**src/rtl/ifetch_unit_32.sv**
```systemverilog
// ifetch_unit_32: instruction fetch unit for the single-cycle MIPS datapath.
// It reads the PC register output and issues a req/ack read to instruction
// memory. The returned word is held for decode under a valid/ready handshake.
// pc_advance pulses once per accepted fetch so the PC register can step.
// A misaligned PC or a memory timeout drops the unit into a sticky error
// state that only reset clears.
// Optional build macro IFETCH_PERF_CNT_EN adds the fetch_cnt and stall_cnt
// performance counters.
module ifetch_unit_32 #(
    parameter int                ADDR_W    = 32,
    parameter int                DATA_W    = 32,
    parameter int                TIMEOUT   = 16,
    parameter logic [DATA_W-1:0] NOP_INSTR = '0
) (
    input  logic              clk,
    input  logic              reset,
    input  logic              fetch_en,
    input  logic              flush,
    input  logic [ADDR_W-1:0] pc_addr,
    output logic              pc_advance,
    output logic              imem_req,
    output logic [ADDR_W-1:0] imem_addr,
    input  logic              imem_ack,
    input  logic [DATA_W-1:0] imem_rdata,
    output logic [DATA_W-1:0] instr,
    output logic [ADDR_W-1:0] instr_pc,
    output logic              instr_valid,
    input  logic              instr_ready,
    output logic              fetch_err
`ifdef IFETCH_PERF_CNT_EN
    ,
    output logic [31:0]       fetch_cnt,
    output logic [31:0]       stall_cnt
`endif
);

    typedef enum logic [1:0] {
        IDLE = 2'd0,
        REQ  = 2'd1,
        HOLD = 2'd2,
        ERR  = 2'd3
    } state_e;

    // The counter must be able to hold TIMEOUT itself.
    localparam int CNT_W = (TIMEOUT > 0) ? $clog2(TIMEOUT + 1) : 1;

    state_e              state_q, state_d;
    logic                imem_req_q, imem_req_d;
    logic [ADDR_W-1:0]   imem_addr_q, imem_addr_d;
    logic                pc_advance_q, pc_advance_d;
    logic [DATA_W-1:0]   instr_q, instr_d;
    logic [ADDR_W-1:0]   instr_pc_q, instr_pc_d;
    logic                instr_valid_q, instr_valid_d;
    logic                fetch_err_q, fetch_err_d;
    logic [CNT_W-1:0]    tmo_cnt_q, tmo_cnt_d;
    logic                discard_q, discard_d;

    logic                pc_aligned;
    logic [CNT_W-1:0]    tmo_next;

    assign pc_aligned = (pc_addr[1:0] == 2'b00);
    assign tmo_next   = tmo_cnt_q + CNT_W'(1);

    // Next-state and next-output computation for the fetch sequencer.
    always_comb begin
        // NOTE: every _d gets a default here so no path can infer a latch.
        state_d       = state_q;
        imem_req_d    = imem_req_q;
        imem_addr_d   = imem_addr_q;
        pc_advance_d  = 1'b0;
        instr_d       = instr_q;
        instr_pc_d    = instr_pc_q;
        instr_valid_d = instr_valid_q;
        fetch_err_d   = fetch_err_q;
        tmo_cnt_d     = tmo_cnt_q;
        discard_d     = discard_q;

        unique case (state_q)
            IDLE: begin
                if (fetch_en && !flush) begin
                    if (pc_aligned) begin
                        imem_addr_d = pc_addr;
                        imem_req_d  = 1'b1;
                        tmo_cnt_d   = '0;
                        discard_d   = 1'b0;
                        state_d     = REQ;
                    end else begin
                        fetch_err_d = 1'b1;
                        state_d     = ERR;
                    end
                end
            end

            REQ: begin
                if (imem_ack) begin
                    imem_req_d = 1'b0;
                    // A flush arriving together with the ack also kills the data.
                    if (discard_q || flush) begin
                        discard_d = 1'b0;
                        state_d   = IDLE;
                    end else begin
                        instr_d       = imem_rdata;
                        instr_pc_d    = imem_addr_q;
                        instr_valid_d = 1'b1;
                        pc_advance_d  = 1'b1;
                        state_d       = HOLD;
                    end
                end else begin
                    tmo_cnt_d = tmo_next;
                    // The bus request cannot be withdrawn, so remember to drop its data.
                    if (flush) begin
                        discard_d = 1'b1;
                    end
                    if ((TIMEOUT != 0) && (tmo_next == CNT_W'(TIMEOUT))) begin
                        imem_req_d  = 1'b0;
                        fetch_err_d = 1'b1;
                        state_d     = ERR;
                    end
                end
            end

            HOLD: begin
                if (flush) begin
                    instr_valid_d = 1'b0;
                    instr_d       = NOP_INSTR;
                    state_d       = IDLE;
                end else if (instr_ready) begin
                    instr_valid_d = 1'b0;
                    if (fetch_en && pc_aligned) begin
                        imem_addr_d = pc_addr;
                        imem_req_d  = 1'b1;
                        tmo_cnt_d   = '0;
                        discard_d   = 1'b0;
                        state_d     = REQ;
                    end else begin
                        state_d = IDLE;
                    end
                end
            end

            ERR: begin
                imem_req_d    = 1'b0;
                instr_valid_d = 1'b0;
                fetch_err_d   = 1'b1;
            end

            default: begin
                state_d = IDLE;
            end
        endcase
    end

    // State and registered outputs; reset aborts any in-flight request at once.
    always_ff @(posedge clk or negedge reset) begin
        if (!reset) begin
            state_q       <= IDLE;
            imem_req_q    <= 1'b0;
            imem_addr_q   <= '0;
            pc_advance_q  <= 1'b0;
            instr_q       <= NOP_INSTR;
            instr_pc_q    <= '0;
            instr_valid_q <= 1'b0;
            fetch_err_q   <= 1'b0;
            tmo_cnt_q     <= '0;
            discard_q     <= 1'b0;
        end else begin
            // NOTE: non-blocking so every flop samples the pre-edge value of the others.
            state_q       <= state_d;
            imem_req_q    <= imem_req_d;
            imem_addr_q   <= imem_addr_d;
            pc_advance_q  <= pc_advance_d;
            instr_q       <= instr_d;
            instr_pc_q    <= instr_pc_d;
            instr_valid_q <= instr_valid_d;
            fetch_err_q   <= fetch_err_d;
            tmo_cnt_q     <= tmo_cnt_d;
            discard_q     <= discard_d;
        end
    end

    assign pc_advance  = pc_advance_q;
    assign imem_req    = imem_req_q;
    assign imem_addr   = imem_addr_q;
    assign instr       = instr_q;
    assign instr_pc    = instr_pc_q;
    assign instr_valid = instr_valid_q;
    assign fetch_err   = fetch_err_q;

`ifdef IFETCH_PERF_CNT_EN
    logic [31:0] fetch_cnt_q, fetch_cnt_d;
    logic [31:0] stall_cnt_q, stall_cnt_d;
    logic        stall_now;

    assign stall_now = ((state_q == REQ) && !imem_ack) ||
                       ((state_q == HOLD) && !instr_ready);

    // Counter increments; both wrap naturally at 2^32.
    always_comb begin
        fetch_cnt_d = fetch_cnt_q + (pc_advance_q ? 32'd1 : 32'd0);
        stall_cnt_d = stall_cnt_q + (stall_now ? 32'd1 : 32'd0);
    end

    // Performance counter registers.
    always_ff @(posedge clk or negedge reset) begin
        if (!reset) begin
            fetch_cnt_q <= '0;
            stall_cnt_q <= '0;
        end else begin
            fetch_cnt_q <= fetch_cnt_d;
            stall_cnt_q <= stall_cnt_d;
        end
    end

    assign fetch_cnt = fetch_cnt_q;
    assign stall_cnt = stall_cnt_q;
`endif

endmodule

```
**config.mk**
```make
export PLATFORM = sky130hd
export DESIGN_NAME = ifetch_unit_32
export DESIGN_NICKNAME = d
export VERILOG_FILES = /design/src/rtl/ifetch_unit_32.sv
export SDC_FILE = /design/constraint.sdc
export NUM_CORES = 1
export LEC_CHECK = 0
export ABC_AREA = 1
export BUFFER_PORTS_ARGS = -buffer_cell sky130_fd_sc_hd__buf_2
export CAP_MARGIN = 20
export CORE_MARGIN = 5
export CORE_UTILIZATION = 44
export DETAILED_ROUTE_END_ITERATION = 10
export PLACE_DENSITY = 0.76
export RECOVER_POWER = 25
export SKIP_CTS_REPAIR_TIMING = 1
export SLEW_MARGIN = 25
export SYNTH_ARGS = -nofsm -noshare
export SYNTH_HDL_FRONTEND = slang
export SYNTH_SLANG_ARGS = --single-unit
```
**constraint.sdc**
```tcl
create_clock -name clk -period 1.6 [get_ports clk]
set_input_delay 0.32 -clock clk [delete_from_list [all_inputs] [get_ports clk]]
set_output_delay 0.32 -clock clk [all_outputs]
set_load 0.03 [all_outputs]
```
* After elaboration in Yosys (flattened, before gate mapping)
Cells that the tools add are included.
** Operators by class
- $add $sub $neg :: 1
- Equal/unequal tests :: 19
- Multiplexer cells :: 56
- Bitwise gates (word level) :: 1
- Reduce and logical (&&, ||, !) cells :: 20
** Operator list (count)
- 32-bit 2-to-1 mux :: 8
- 32-bit case mux with 2 select lines :: 2
- 5-bit 2-to-1 mux :: 6
- 1-bit 2-to-1 mux :: 27
- 2-bit != test (second input constant) :: 11
- 5-bit case mux with 3 select lines :: 1
- 2-bit 2-to-1 mux :: 7
- 3-bit != test (second input constant) :: 4
- 4-bit AND reduction :: 3
- 6-bit AND reduction :: 2
- 1-bit case mux with 3 select lines :: 3
- 3-bit nonzero test :: 3
- 8-bit AND reduction :: 1
- 7-bit AND reduction :: 1
- 2-bit case mux with 3 select lines :: 1
- 5-bit by 1-bit adder with 5-bit output (second input constant) :: 1
- 5-bit equality test (second input constant) :: 1
- 5-bit AND reduction :: 1
- 2-bit equality test (second input constant) :: 2
- 2-bit logical NOT :: 2
- 1-bit case mux with 4 select lines :: 1
- 2-bit nonzero test :: 2
- 3-bit AND reduction :: 1
- 2-bit by 1-bit equality test with 1-bit output (second input constant) :: 1
- 4 further kinds :: 5
** Storage, ports and cells
- Register bits after elaboration :: 108
- Input bits :: 70
- Output and inout port bits :: 100
- Word-level logic and storage cells :: 107

* Depth between registers and ports, before layout
Gate-level depths: netlist of run 1.
- Word-level depth :: 6
- Depth in mapped cells :: 10
- Gate-level depth less buffers :: 10

* Least setup slack after synthesis of run 1
No wires, ideal clock.
- Path type :: reg2reg
- Start point :: register state_q[0]
- End point :: register imem_addr_q[26], in the netlist imem_addr[26]
- Library setup time :: 0.121 ns
- Arrival time :: 1.448 ns
- Path slack :: 0.030 ns
- Cell stages (with the launch flop) :: 11
- Path buffers :: 1
- Path through :: dfrtp_1 inv_1 ha_1 inv_2 o21ai_1 nor2_1 nand2_2 inv_2 buf_4 nand2_1 o21ai_1
** Between the ends
- Word-level cells in the longest chain between the ends :: 3
- Elaborated cells on any way between the ends :: 10
- Classes of those cells :: eq/ne (6); mux (1); reduce/logical (3)
** RTL lines
- start, declared :: RTL line 47 : state_e state_q, state_d;
- start signal, assigned :: RTL line 168 : state_q <= state_d;
- 2-bit equality test / 2-bit logical NOT (equally long branches) :: RTL line 78 : unique case (state_q)
- 2-bit != test (no line) / 2-bit nonzero test (equally long branches)
- 6-bit AND reduction (no line)
- end signal, assigned :: RTL line 170 : imem_addr_q <= imem_addr_d;
- end, declared :: RTL line 49 : logic [ADDR_W-1:0] imem_addr_q, imem_addr_d;
Several ways; a longest one is shown, not always the timed one.
A chain may end at the register's enable or synchronous reset.

* Worst setup path after layout of run 1
Same ends and word-level chain as after synthesis.

==> results of run 1 <==
stage by stage:
| step | hold slack, ps | total power, mW | std cells | area [um2] | util |
|---|---|---|---|---|---|
| 2_1_floorplan | 24.4 | 9.90 | 518 | 4530 | - |
| 3_3_place_gp | 275 | 12.0 | 820 | 5630 | 0.553 |
| 3_5_place_dp | 277 | 12.3 | 820 | 5630 | 0.553 |
| 4_1_cts | -139 | 13.9 | 836 | 5830 | 0.573 |
| 5_1_grt | 122 | 16.7 | 850 | 6360 | 0.624 |
| 6_report | 143 | 15.6 | 850 | 6360 | 0.624 |
flip-flops by register name, indices dropped and copies added (netlist names), 2 cells and up:
signal / cells
imem_addr: 32
instr: 32
instr_pc: 32
tmo_cnt_q: 5
state_q: 2
layout by cell type, fill, tap and decap left out:
cell	netlist	final
buf_2	9	168
nand2_1	174	139
dfrtp_1	108	107
inv_1	63	60
nand3_1	47	44
o21ai_0	54	43
nand2_2	1	27
o21ai_1	14	16
buf_4	7	13
nor2_1	15	10
clkbuf_8	0	10
o21ai_2	0	9
nand2_4	0	9
buf_6	2	8
clkbuf_16	0	6
buf_12	0	5
nor2_2	1	4
inv_2	3	3
nand3_2	0	3
ha_4	0	3
inv_4	0	2
inv_8	0	2
nor2_4	0	2
nand4_1	2	2
ha_1	6	2
inv_6	0	2
clkinv_4	0	2
buf_8	0	2
xor2_1	1	1
nor3_4	0	1
o31ai_2	0	1
a21oi_4	1	1
a22oi_1	1	1
o31ai_1	2	1
ha_2	0	1
clkinv_8	0	1
dlygate4sd3_1	0	1
clkbuf_2	0	1
dfrtp_2	0	1
layer usage:
layer	up-vias	global-route usage
met5	-	0
li1	1990	-
met3	14	0.0609
met1	1960	0.246
met4	0	0.0535
met2	165	0.284
worst paths after layout:
path                       startpoint             to  depth (start not counted)
min in group asynchronous       reset   instr_pc[24]                          2
hold reg to reg              imem_req       imem_req                          2
max in group asynchronous       reset     state_q[0]                          3
hold / removal             pc_addr[9]   imem_addr[9]                          3
setup / recovery           state_q[0]  imem_addr[26]                         10
setup reg to reg           state_q[0]  imem_addr[26]                         10
power by group:
| part | total (mW) | switching [mW] | internal, mW |
|---|---|---|---|
| Combinational | 9.26 | 5.95 | 3.31 |
| Sequential | 4.73 | 0.748 | 3.98 |
| Clock | 1.65 | 1.00 | 0.652 |
| Total | 15.6 | 7.70 | 7.94 |
final cells by class:
| cell class | count | area (um2) | area share |
|---|---|---|---|
| Inverter | 66 | 260 | 0.0409 |
| Timing Repair Buffer | 204 | 1320 | 0.208 |
| Tap cell | 136 | 170 | 0.0268 |
| Multi-Input combinational cell | 320 | 1700 | 0.267 |
| Clock inverter | 6 | 62.6 | 0.00984 |
| Sequential cell | 108 | 2700 | 0.425 |
| Clock buffer | 10 | 138 | 0.0217 |
kinds of logic after synthesis:
kind of cell / synth area share
xor+xnor: 0.00193
flops: 0.597
buf+inv: 0.0862
simple gates: 0.215
fa+ha+maj: 0.0166
compound gates: 0.0837
tightest hold or removal path: stages:
cell,delay [ps]
buf_2,80
nand2_2,40
nand2_1,40
==> impl_table.tex, run 1 <==
\begin{tabular}{lr}
\hline
Metric & Value \\
\hline
\multicolumn{2}{l}{\textbf{Status}} \\
\quad Run status & finished with violations \\
\quad Failing checks & negative setup slack \\
\multicolumn{2}{l}{\textbf{CTS}} \\
\quad Root Buffer Master & clkbuf\_8 \\
\quad Worst-case clock buffer depth & 2 \\
\quad Number of sinks driven by the clock tree & 108 \\
\quad Maximum level of the CTS H-tree & 3 \\
\quad Number of buffers added by the clock tree synthesis step & 9 \\
\quad Reg clk slew, reported paths & 120 ps \\
\quad Clock latency of the later-clocked register in the worst-skew pair & 370 ps \\
\quad CTS tree & built \\
\multicolumn{2}{l}{\textbf{Drt}} \\
\quad Uppermost routed layer & met4 \\
\quad Routed wire length per instance & between 10 and 15 um \\
\quad Number of remaining DRC errors & 0 \\
\quad Detailed route wirelength on metal3 & approximately 1.2 mm \\
\quad First-pass iteration count of the detailed router & 4 \\
\quad Wl on met1 & 5.32 mm \\
\quad DRT Wirelength & 12.7 mm \\
\quad Final ANT Viol Nets & 0 \\
\quad Wire length on met2 & between 6 and 7 mm \\
\quad Via Count & 4129 \\
\quad Via count normalized by instance count & just under 5 \\
\quad DRC marker count from the first detailed-route iteration & around 220 \\
\multicolumn{2}{l}{\textbf{Floorplanning}} \\
\quad Die width & 111 um \\
\quad \# IOs & 170 \\
\quad Core Rows & 37 \\
\quad Starting utilization of the core area & 0.445 \\
\quad Placeable core region & 0.0102 mm2 \\
\quad Die Ht & 111 um \\
\quad Area of the die & 0.0124 mm2 \\
\multicolumn{2}{l}{\textbf{Worst setup path}} \\
\quad Biggest cell delay along the critical path & 460 ps \\
\quad Worst Setup End Kind & register \\
\quad Launching element type of the critical path & register \\
\quad Arrival @ worst endpoint & between 1500 and 2000 ps \\
\quad Number of buffers and inverters on the critical path & 4 \\
\quad Chain of cells forming the critical path & inv\_4, ha\_4, inv\_4, o21ai\_2, nor2\_2, nand2\_2, inv\_8, clkbuf\_16, nand2\_1, o21ai\_1 \\
\quad Cell mode on critical path & inv\_4 \\
\quad Worst Path Max Fanout & 8 \\
\quad Critical Setup Path Class & register to register \\
\quad Worst EP required & around 1900 ps \\
\quad Register-to-register setup slack & -20 ps \\
\quad Critical Path Slowest Stage Cell & dfrtp\_2 \\
\quad Cell family with the largest share of critical-path delay & flip-flops \\
\multicolumn{2}{l}{\textbf{Yosys}} \\
\quad Most frequent cells after synthesis & nand2\_1 (174), dfrtp\_1 (108), inv\_1 (63), o21ai\_0 (54), nand3\_1 (47) \\
\quad Mean Syn Cell Area & around 8.7 um2 \\
\quad Warnings from Yosys & 0 \\
\quad Synth top area share & 0.597 \\
\quad Post-synthesis register bit count & around 110 \\
\quad Proportion of synthesized chip area in sequential cells & 0.597 \\
\quad Number of distinct library cells after synthesis & 21 \\
\quad Cell taking the most area after synthesis & dfrtp\_1 \\
\quad Post-synth EDFFs & 0 \\
\quad Gate Count Post-Synth & 518 \\
\quad Predominant post-synthesis flop cell & dfrtp\_1 \\
\quad Most common cell in the synthesized netlist & nand2\_1 \\
\quad Synth Cell Area & between 0.004 and 0.005 mm2 \\
\quad Largest cells by area after synthesis & dfrtp\_1 (60\%), nand2\_1 (14\%), o21ai\_0 (6.0\%), inv\_1 (5.2\%), nand3\_1 (5.2\%) \\
\quad Nets in the synthesized netlist & approximately 600 \\
\quad Share of async-settable or async-resettable flops after synthesis & 1.00 \\
\multicolumn{2}{l}{\textbf{Global route}} \\
\quad Maximum number of pins on one net before global-route repair & $\sim$50 \\
\quad Global-route congestion overflow total & 0 \\
\quad Combined global-route utilization of all metal layers & 0.183 \\
\quad Vias in the first global route & 3986 \\
\quad First-pass GRT wire length & 18.9 mm \\
\quad Initial antenna violation count & 0 \\
\multicolumn{2}{l}{\textbf{Power and ir drop}} \\
\quad P\_leak & 3.52 nW \\
\quad Max IR drop VDD & roughly 1600 uV \\
\quad Power Density & 2460 mW/mm2 \\
\multicolumn{2}{l}{\textbf{Timing}} \\
\quad Final setup fails & 11 \\
\quad Final count of hold timing violations & 0 \\
\quad Headroom to the max-slew limit & 0.506 \\
\quad Post-route clock skew & 18.7 ps \\
\quad Sum of negative setup slack & -114 ps \\
\quad Post-layout min period & 1620 ps \\
\quad Slew at the pin with the worst max-slew slack & 741 ps \\
\quad Total count of max-transition violations in the final report & 0 \\
\quad Final setup margin & -21.1 ps \\
\quad Tcrit/Tclk final & 1.01 \\
\quad Max Freq & 617 MHz \\
\quad Setup repair after global routing missed its margin & yes \\
\multicolumn{2}{l}{\textbf{Flow run}} \\
\quad Max cap viols & 0 \\
\multicolumn{2}{l}{\textbf{Placed design}} \\
\quad Port Buffer Count & 169 \\
\quad GP Congestion & 0.860 \\
\quad Worst-case setup slack after placement & -104 ps \\
\quad Sum of net half-perimeters after detailed placement & approximately 8.6 mm \\
\multicolumn{2}{l}{\textbf{Layout}} \\
\quad Layout overhead on the synthesized area & 40.3\% \\
\quad Nets@finish & between 700 and 800 \\
\quad Fraction of layout instances using a drive strength above 1 & 0.402 \\
\quad ANT cells & 0 \\
\quad Number of fill cells & approximately 880 \\
\multicolumn{2}{l}{\textbf{Hold path}} \\
\quad Path category of the worst min-delay check & input port to register \\
\hline
\end{tabular}
Note: power is estimated with default switching activity, not from simulation.
==> inputs of run 2 (changes only) <==
--- a/config.mk
+++ b/config.mk
@@ -19,2 +19,3 @@
 export SYNTH_HDL_FRONTEND = slang
 export SYNTH_SLANG_ARGS = --single-unit
+export TNS_END_PERCENT = 30
==> constraint.sdc (replaced) <==
create_clock -name clk -period 1.6 [get_ports clk]
set_input_delay 0.16 -clock clk [delete_from_list [all_inputs] [get_ports clk]]
set_output_delay 0.16 -clock clk [all_outputs]
set_load 0.03 [all_outputs]
==> impl_table.tex, run 2 (synthesized netlist as in run 1, its figures left out) <==
\begin{tabular}{lr}
\hline
Metric & Value \\
\hline
\multicolumn{2}{l}{\textbf{Timing}} \\
\quad Slew at the pin with the worst max-slew slack & 702 ps \\
\quad Tcrit/Tclk final & 0.996 \\
\quad Post-layout min period & 1590 ps \\
\quad Worst hold slack & -9.84 ps \\
\quad Max Freq & 628 MHz \\
\quad Final setup margin & 7.01 ps \\
\quad Final count of hold timing violations & 2 \\
\quad Headroom to the max-slew limit & 0.532 \\
\quad Total count of max-transition violations in the final report & 0 \\
\quad Setup repair after global routing missed its margin & yes \\
\quad Post-route clock skew & 8.58 ps \\
\quad Final setup fails & 0 \\
\multicolumn{2}{l}{\textbf{Worst setup path}} \\
\quad Cell mode on critical path & nand2\_1 \\
\quad Launching element type of the critical path & register \\
\quad Critical Path Slowest Stage Cell & dfrtp\_2 \\
\quad Worst Setup End Kind & register \\
\quad Chain of cells forming the critical path & inv\_2, ha\_2, nand2\_1, o21ai\_2, nor2\_2, nand2\_2, inv\_4, clkbuf\_16, nand2\_1, nand2\_1 \\
\quad Biggest cell delay along the critical path & 450 ps \\
\quad Cell family with the largest share of critical-path delay & flip-flops \\
\quad Worst EP required & between 1500 and 2000 ps \\
\quad Critical Setup Path Class & register to register \\
\quad Worst Path Max Fanout & 17 \\
\quad Number of buffers and inverters on the critical path & 3 \\
\quad Arrival @ worst endpoint & around 1900 ps \\
\multicolumn{2}{l}{\textbf{Power and ir drop}} \\
\quad Max IR drop VDD & 1150 uV \\
\quad P\_leak & 3.38 nW \\
\quad Power Density & 2390 mW/mm2 \\
\multicolumn{2}{l}{\textbf{Layout}} \\
\quad Final cell count without fillers & 852 \\
\quad Most common library cell in the layout ignoring fill and taps & nand2\_1 \\
\quad Commonest non-fill, non-tap cells in the layout & nand2\_1 (172), buf\_2 (168), dfrtp\_1 (107) \\
\quad Fraction of layout instances using a drive strength above 1 & 0.325 \\
\quad Layout overhead on the synthesized area & 34.6\% \\
\quad ANT cells & 0 \\
\quad Nets@finish & between 700 and 800 \\
\multicolumn{2}{l}{\textbf{Drt}} \\
\quad First-pass iteration count of the detailed router & 4 \\
\quad Routed wire length per instance & $\sim$14 um \\
\quad DRC marker count from the first detailed-route iteration & 250 \\
\quad DRT Wirelength & 12.2 mm \\
\quad Final ANT Viol Nets & 0 \\
\quad Number of remaining DRC errors & 0 \\
\quad Via Count & 4112 \\
\quad Via count normalized by instance count & 4.83 \\
\multicolumn{2}{l}{\textbf{Status}} \\
\quad Failing checks & negative hold slack \\
\quad Run status & finished with violations \\
\multicolumn{2}{l}{\textbf{CTS}} \\
\quad Number of buffers added by the clock tree synthesis step & 9 \\
\quad Maximum level of the CTS H-tree & 3 \\
\quad Reg clk slew, reported paths & 110 ps \\
\quad Clock latency of the later-clocked register in the worst-skew pair & 360 ps \\
\quad Root Buffer Master & clkbuf\_8 \\
\quad CTS tree & built \\
\quad Worst-case clock buffer depth & 2 \\
\quad Number of sinks driven by the clock tree & 108 \\
\multicolumn{2}{l}{\textbf{Global route}} \\
\quad Combined global-route utilization of all metal layers & 0.189 \\
\quad Global-route congestion overflow total & 0 \\
\quad First-pass GRT wire length & 19.4 mm \\
\quad Maximum number of pins on one net before global-route repair & between 50 and 60 \\
\quad Initial antenna violation count & 0 \\
\quad Vias in the first global route & 4115 \\
\multicolumn{2}{l}{\textbf{Placed design}} \\
\quad Worst-case setup slack after placement & -90.8 ps \\
\quad Sum of net half-perimeters after detailed placement & 8.64 mm \\
\quad Port Buffer Count & 169 \\
\quad GP Congestion & between 0.8 and 0.9 \\
\quad Cells after DPL & around 820 \\
\multicolumn{2}{l}{\textbf{Floorplanning}} \\
\quad \# IOs & 170 \\
\quad Die width & between 100 and 150 um \\
\quad Die Ht & between 100 and 150 um \\
\quad Placeable core region & 0.0102 mm2 \\
\quad Starting utilization of the core area & 0.445 \\
\quad Area of the die & 0.0124 mm2 \\
\quad Core Rows & 37 \\
\multicolumn{2}{l}{\textbf{Hold path}} \\
\quad Path category of the worst min-delay check & input port to register \\
\multicolumn{2}{l}{\textbf{Flow run}} \\
\quad Max cap viols & 0 \\
\hline
\end{tabular}
[run 2: worst reg2reg max path, cell delays in order (launching register included)]
cell and delay, ps:
dfrtp_2 450, inv_2 100, ha_2 220, nand2_1 110
o21ai_2 100, nor2_2 50, nand2_2 90, inv_4 70
clkbuf_16 180, nand2_1 70, nand2_1 40
[run 2: worst paths after layout]
check	startpoint	to	slack, ps	cells after the start
setup / recovery	state_q[0]	imem_addr[21]	7	10
hold / removal	pc_addr[9]	imem_addr[9]	-10	3
setup reg to reg	state_q[0]	imem_addr[21]	7	10
hold reg to reg	fetch_err	fetch_err	480	2
max in group asynchronous	reset	instr[29]	300	3
min in group asynchronous	reset	tmo_cnt_q[3]	370	2
[run 2: metrics by stage]
stage / TNS, ps / power (mW) / util / instance area, um2 / hold WS, ps
floorplan: 0 / 9.90 / - / 4530 / -136
global placement: 0 / 12.1 / 0.552 / 5630 / 93.4
detailed placement: -2280 / 12.3 / 0.552 / 5630 / 104
CTS: -4560 / 14.1 / 0.573 / 5830 / -308
global route: -3100 / 15.7 / 0.599 / 6100 / 1.39
finish: 0 / 14.6 / 0.599 / 6100 / -9.84
[run 2: routing by layer]
layer  track usage  share of wire  wire, um  up-vias
met5             0              0         0        -
met4        0.0616          0.014       170        0
met3        0.0630          0.094      1150       16
met2         0.296           0.48      5790      167
met1         0.251           0.42      5080     1934
li1              -              -         -     1995
[run 2: cell type report]
class	count	area, um2
fill	885	4090
sequential	108	2700
multi-input combinational	320	1520
timing repair buffer	206	1250
inverter	66	250
tap	136	170
clock buffer	10	138
clock inverter	6	70.1
[run 2: report_power, final]
part | total [mW] | leakage [nW] | internal, mW | switching, mW
clock | 1.74 | 0.101 | 0.782 | 0.961
sequential | 4.75 | 1.37 | 3.98 | 0.767
combinational | 8.07 | 1.91 | 2.64 | 5.43
==> inputs of run 3 (changes only) <==
Settings changed: CORE_ASPECT_RATIO set to 1.5, CORE_UTILIZATION 44 to 30, PLACE_DENSITY 0.76 to 0.53.
Clock period 1.6 ns to 1.8 ns, I/O delays scaled along.
==> impl_table.tex, run 3 (synthesized netlist as in run 1, its figures left out) <==
\begin{tabular}{lr}
\hline
Metric & Value \\
\hline
\multicolumn{2}{l}{\textbf{Placed design}} \\
\quad GP Congestion & about 0.85 \\
\quad Cells after DPL & 871 \\
\quad Port Buffer Count & 169 \\
\quad Sum of net half-perimeters after detailed placement & approximately 8.3 mm \\
\multicolumn{2}{l}{\textbf{Timing}} \\
\quad Tcrit/Tclk final & 0.924 \\
\quad Headroom to the max-slew limit & 0.341 \\
\quad Final count of hold timing violations & 0 \\
\quad Final setup fails & 0 \\
\quad Sum of negative setup slack & 0 ps \\
\quad Slew at the pin with the worst max-slew slack & between 900 and 1000 ps \\
\quad Total count of max-transition violations in the final report & 0 \\
\quad Max Freq & approximately 600 MHz \\
\quad Post-layout min period & 1660 ps \\
\quad Post-route clock skew & 8.19 ps \\
\multicolumn{2}{l}{\textbf{Worst setup path}} \\
\quad Critical Setup Path Class & register to register \\
\quad Cell family with the largest share of critical-path delay & buffers and inverters \\
\quad Number of buffers and inverters on the critical path & 4 \\
\quad Biggest cell delay along the critical path & 420 ps \\
\quad Worst Setup End Kind & register \\
\quad Chain of cells forming the critical path & inv\_1, ha\_1, nand2\_2, inv\_1, nor2\_1, nand2\_2, inv\_2, clkbuf\_16, o21ai\_1 \\
\quad Worst EP required & 2030 ps \\
\quad Launching element type of the critical path & register \\
\quad Arrival @ worst endpoint & around 1900 ps \\
\quad Critical Path Slowest Stage Cell & dfrtp\_2 \\
\quad Worst Path Max Fanout & 21 \\
\multicolumn{2}{l}{\textbf{Power and ir drop}} \\
\quad Internal Pwr Total & 6.57 mW \\
\quad Net switching share of the total power & 0.489 \\
\quad Power share of the clock group & 0.147 \\
\quad Sw power & 6.29 mW \\
\quad Max IR drop VDD & 893 uV \\
\quad Part of the power in registers & 0.325 \\
\quad Power Density & 2150 mW/mm2 \\
\quad P\_leak & between 3 and 4 nW \\
\quad Logic gate share of total power & 0.528 \\
\multicolumn{2}{l}{\textbf{Global route}} \\
\quad Vias in the first global route & approximately 4000 \\
\quad First-pass GRT wire length & 18.7 mm \\
\quad Global-route congestion overflow total & 0 \\
\quad Maximum number of pins on one net before global-route repair & 109 \\
\quad Initial antenna violation count & 0 \\
\quad Combined global-route utilization of all metal layers & 0.130 \\
\multicolumn{2}{l}{\textbf{Layout}} \\
\quad Sequential Area & 0.00270 mm2 \\
\quad Number of fill cells & between 1500 and 2000 \\
\quad ANT cells & 0 \\
\quad Commonest non-fill, non-tap cells in the layout & nand2\_1 (173), buf\_2 (168), dfrtp\_1 (107) \\
\quad Most common library cell in the layout ignoring fill and taps & nand2\_1 \\
\quad Fraction of layout instances using a drive strength above 1 & 0.302 \\
\quad Final cell count without fillers & between 800 and 900 \\
\quad Area occupied by multi-input gates & 0.00147 mm2 \\
\quad Layout overhead on the synthesized area & 31.8\% \\
\quad Nets@finish & 763 \\
\multicolumn{2}{l}{\textbf{Hold path}} \\
\quad Path category of the worst min-delay check & input port to register \\
\multicolumn{2}{l}{\textbf{Drt}} \\
\quad Uppermost routed layer & met4 \\
\quad Detailed route wirelength on metal3 & $\sim$1.0 mm \\
\quad Wl on met1 & a little under 5 mm \\
\quad Via count normalized by instance count & 4.47 \\
\quad Routed wire length per instance & 13.5 um \\
\quad Number of remaining DRC errors & 0 \\
\quad Via Count & 3987 \\
\quad Wire length on met2 & 5.93 mm \\
\quad DRT Wirelength & 12.0 mm \\
\quad DRC marker count from the first detailed-route iteration & 219 \\
\quad Final ANT Viol Nets & 0 \\
\quad First-pass iteration count of the detailed router & 6 \\
\multicolumn{2}{l}{\textbf{CTS}} \\
\quad Number of buffers added by the clock tree synthesis step & 9 \\
\quad Maximum level of the CTS H-tree & 3 \\
\quad Root Buffer Master & clkbuf\_16 \\
\quad Clock latency of the later-clocked register in the worst-skew pair & between 300 and 400 ps \\
\quad Reg clk slew, reported paths & 80 ps \\
\quad CTS tree & built \\
\quad Number of sinks driven by the clock tree & 108 \\
\quad Worst-case clock buffer depth & 2 \\
\multicolumn{2}{l}{\textbf{Floorplanning}} \\
\quad Die width & 110 um \\
\quad \# IOs & 170 \\
\quad Starting utilization of the core area & 0.302 \\
\quad Area of the die & between 0.015 and 0.02 mm2 \\
\quad Die Ht & 161 um \\
\quad Placeable core region & 0.0150 mm2 \\
\quad Core Rows & 55 \\
\multicolumn{2}{l}{\textbf{Flow run}} \\
\quad Max cap viols & 0 \\
\multicolumn{2}{l}{\textbf{Status}} \\
\quad Run status & finished, final reports clean \\
\hline
\end{tabular}
==> run 3: changes by cell type in the layout (fill, tap and decap cells not counted), moves of 2 or more <==
cell | before | now
clkbuf_8 | 10 | 0
clkbuf_16 | 3 | 11
nor2_1 | 12 | 14
o21ai_2 | 2 | 0
ha_2 | 3 | 0
o21ai_0 | 49 | 54
dlygate4sd3_1 | 12 | 1
buf_4 | 15 | 6
inv_1 | 61 | 63
ha_1 | 1 | 4
nor2_4 | 2 | 0
o21ai_1 | 17 | 14
==> run 3: per-stage QoR <==
step	hold WS, ps	total power [mW]	setup slack (ps)	utilization	instance area, um2
floorplan	-116	8.80	230	-	4530
global placement	299	10.6	23.3	0.373	5600
detailed placement	310	10.7	-6.29	0.373	5600
CTS	-62.0	12.7	-18.6	0.392	5880
global route	26.9	13.9	-11.4	0.398	5970
finish	35.3	12.9	138	0.398	5970
==> run 3: power groups by stage <==
stage | registers (mW) | logic, mW | clock network [mW]
final | 4.18 | 6.79 | 1.89
after CTS | 4.19 | 6.54 | 1.96
after floorplan | 6.20 | 2.61 | 0
after detailed placement | 4.21 | 6.53 | 0
after global routing | 4.32 | 7.50 | 2.06
after global placement | 4.20 | 6.42 | 0
==> run 3: cell type report <==
cell class                      count  area share
Tap cell                          199      0.0417
Clock buffer                        9      0.0377
Inverter                           66      0.0415
Sequential cell                   108       0.453
Clock inverter                      7     0.00984
Multi-Input combinational cell    320       0.247
Timing Repair Buffer              182       0.170
==> run 3: worst register-to-register path, stage by stage, from the launching register on <==
cell,delay [ps]
dfrtp_2,420
inv_1,100
ha_1,240
nand2_2,110
inv_1,70
nor2_1,130
nand2_2,80
inv_2,100
clkbuf_16,200
o21ai_1,80
==> run 3: worst paths after layout <==
path                             start       endpoint  slack (ps)  depth (start not counted)
hold reg to reg              fetch_err      fetch_err         470                          2
min in group asynchronous        reset       instr[9]         610                          3
setup reg to reg            state_q[1]   imem_addr[3]         140                          9
max in group asynchronous        reset     state_q[1]         480                          3
setup / recovery            state_q[1]   imem_addr[3]         140                          9
hold / removal             pc_addr[22]  imem_addr[22]          40                          3
==> run 3: per-layer routing <==
| layer | vias up | track usage |
|---|---|---|
| met5 | - | 0 |
| met4 | 0 | 0.0353 |
| met3 | 12 | 0.0438 |
| met2 | 151 | 0.224 |
| met1 | 1872 | 0.152 |
| li1 | 1952 | - |
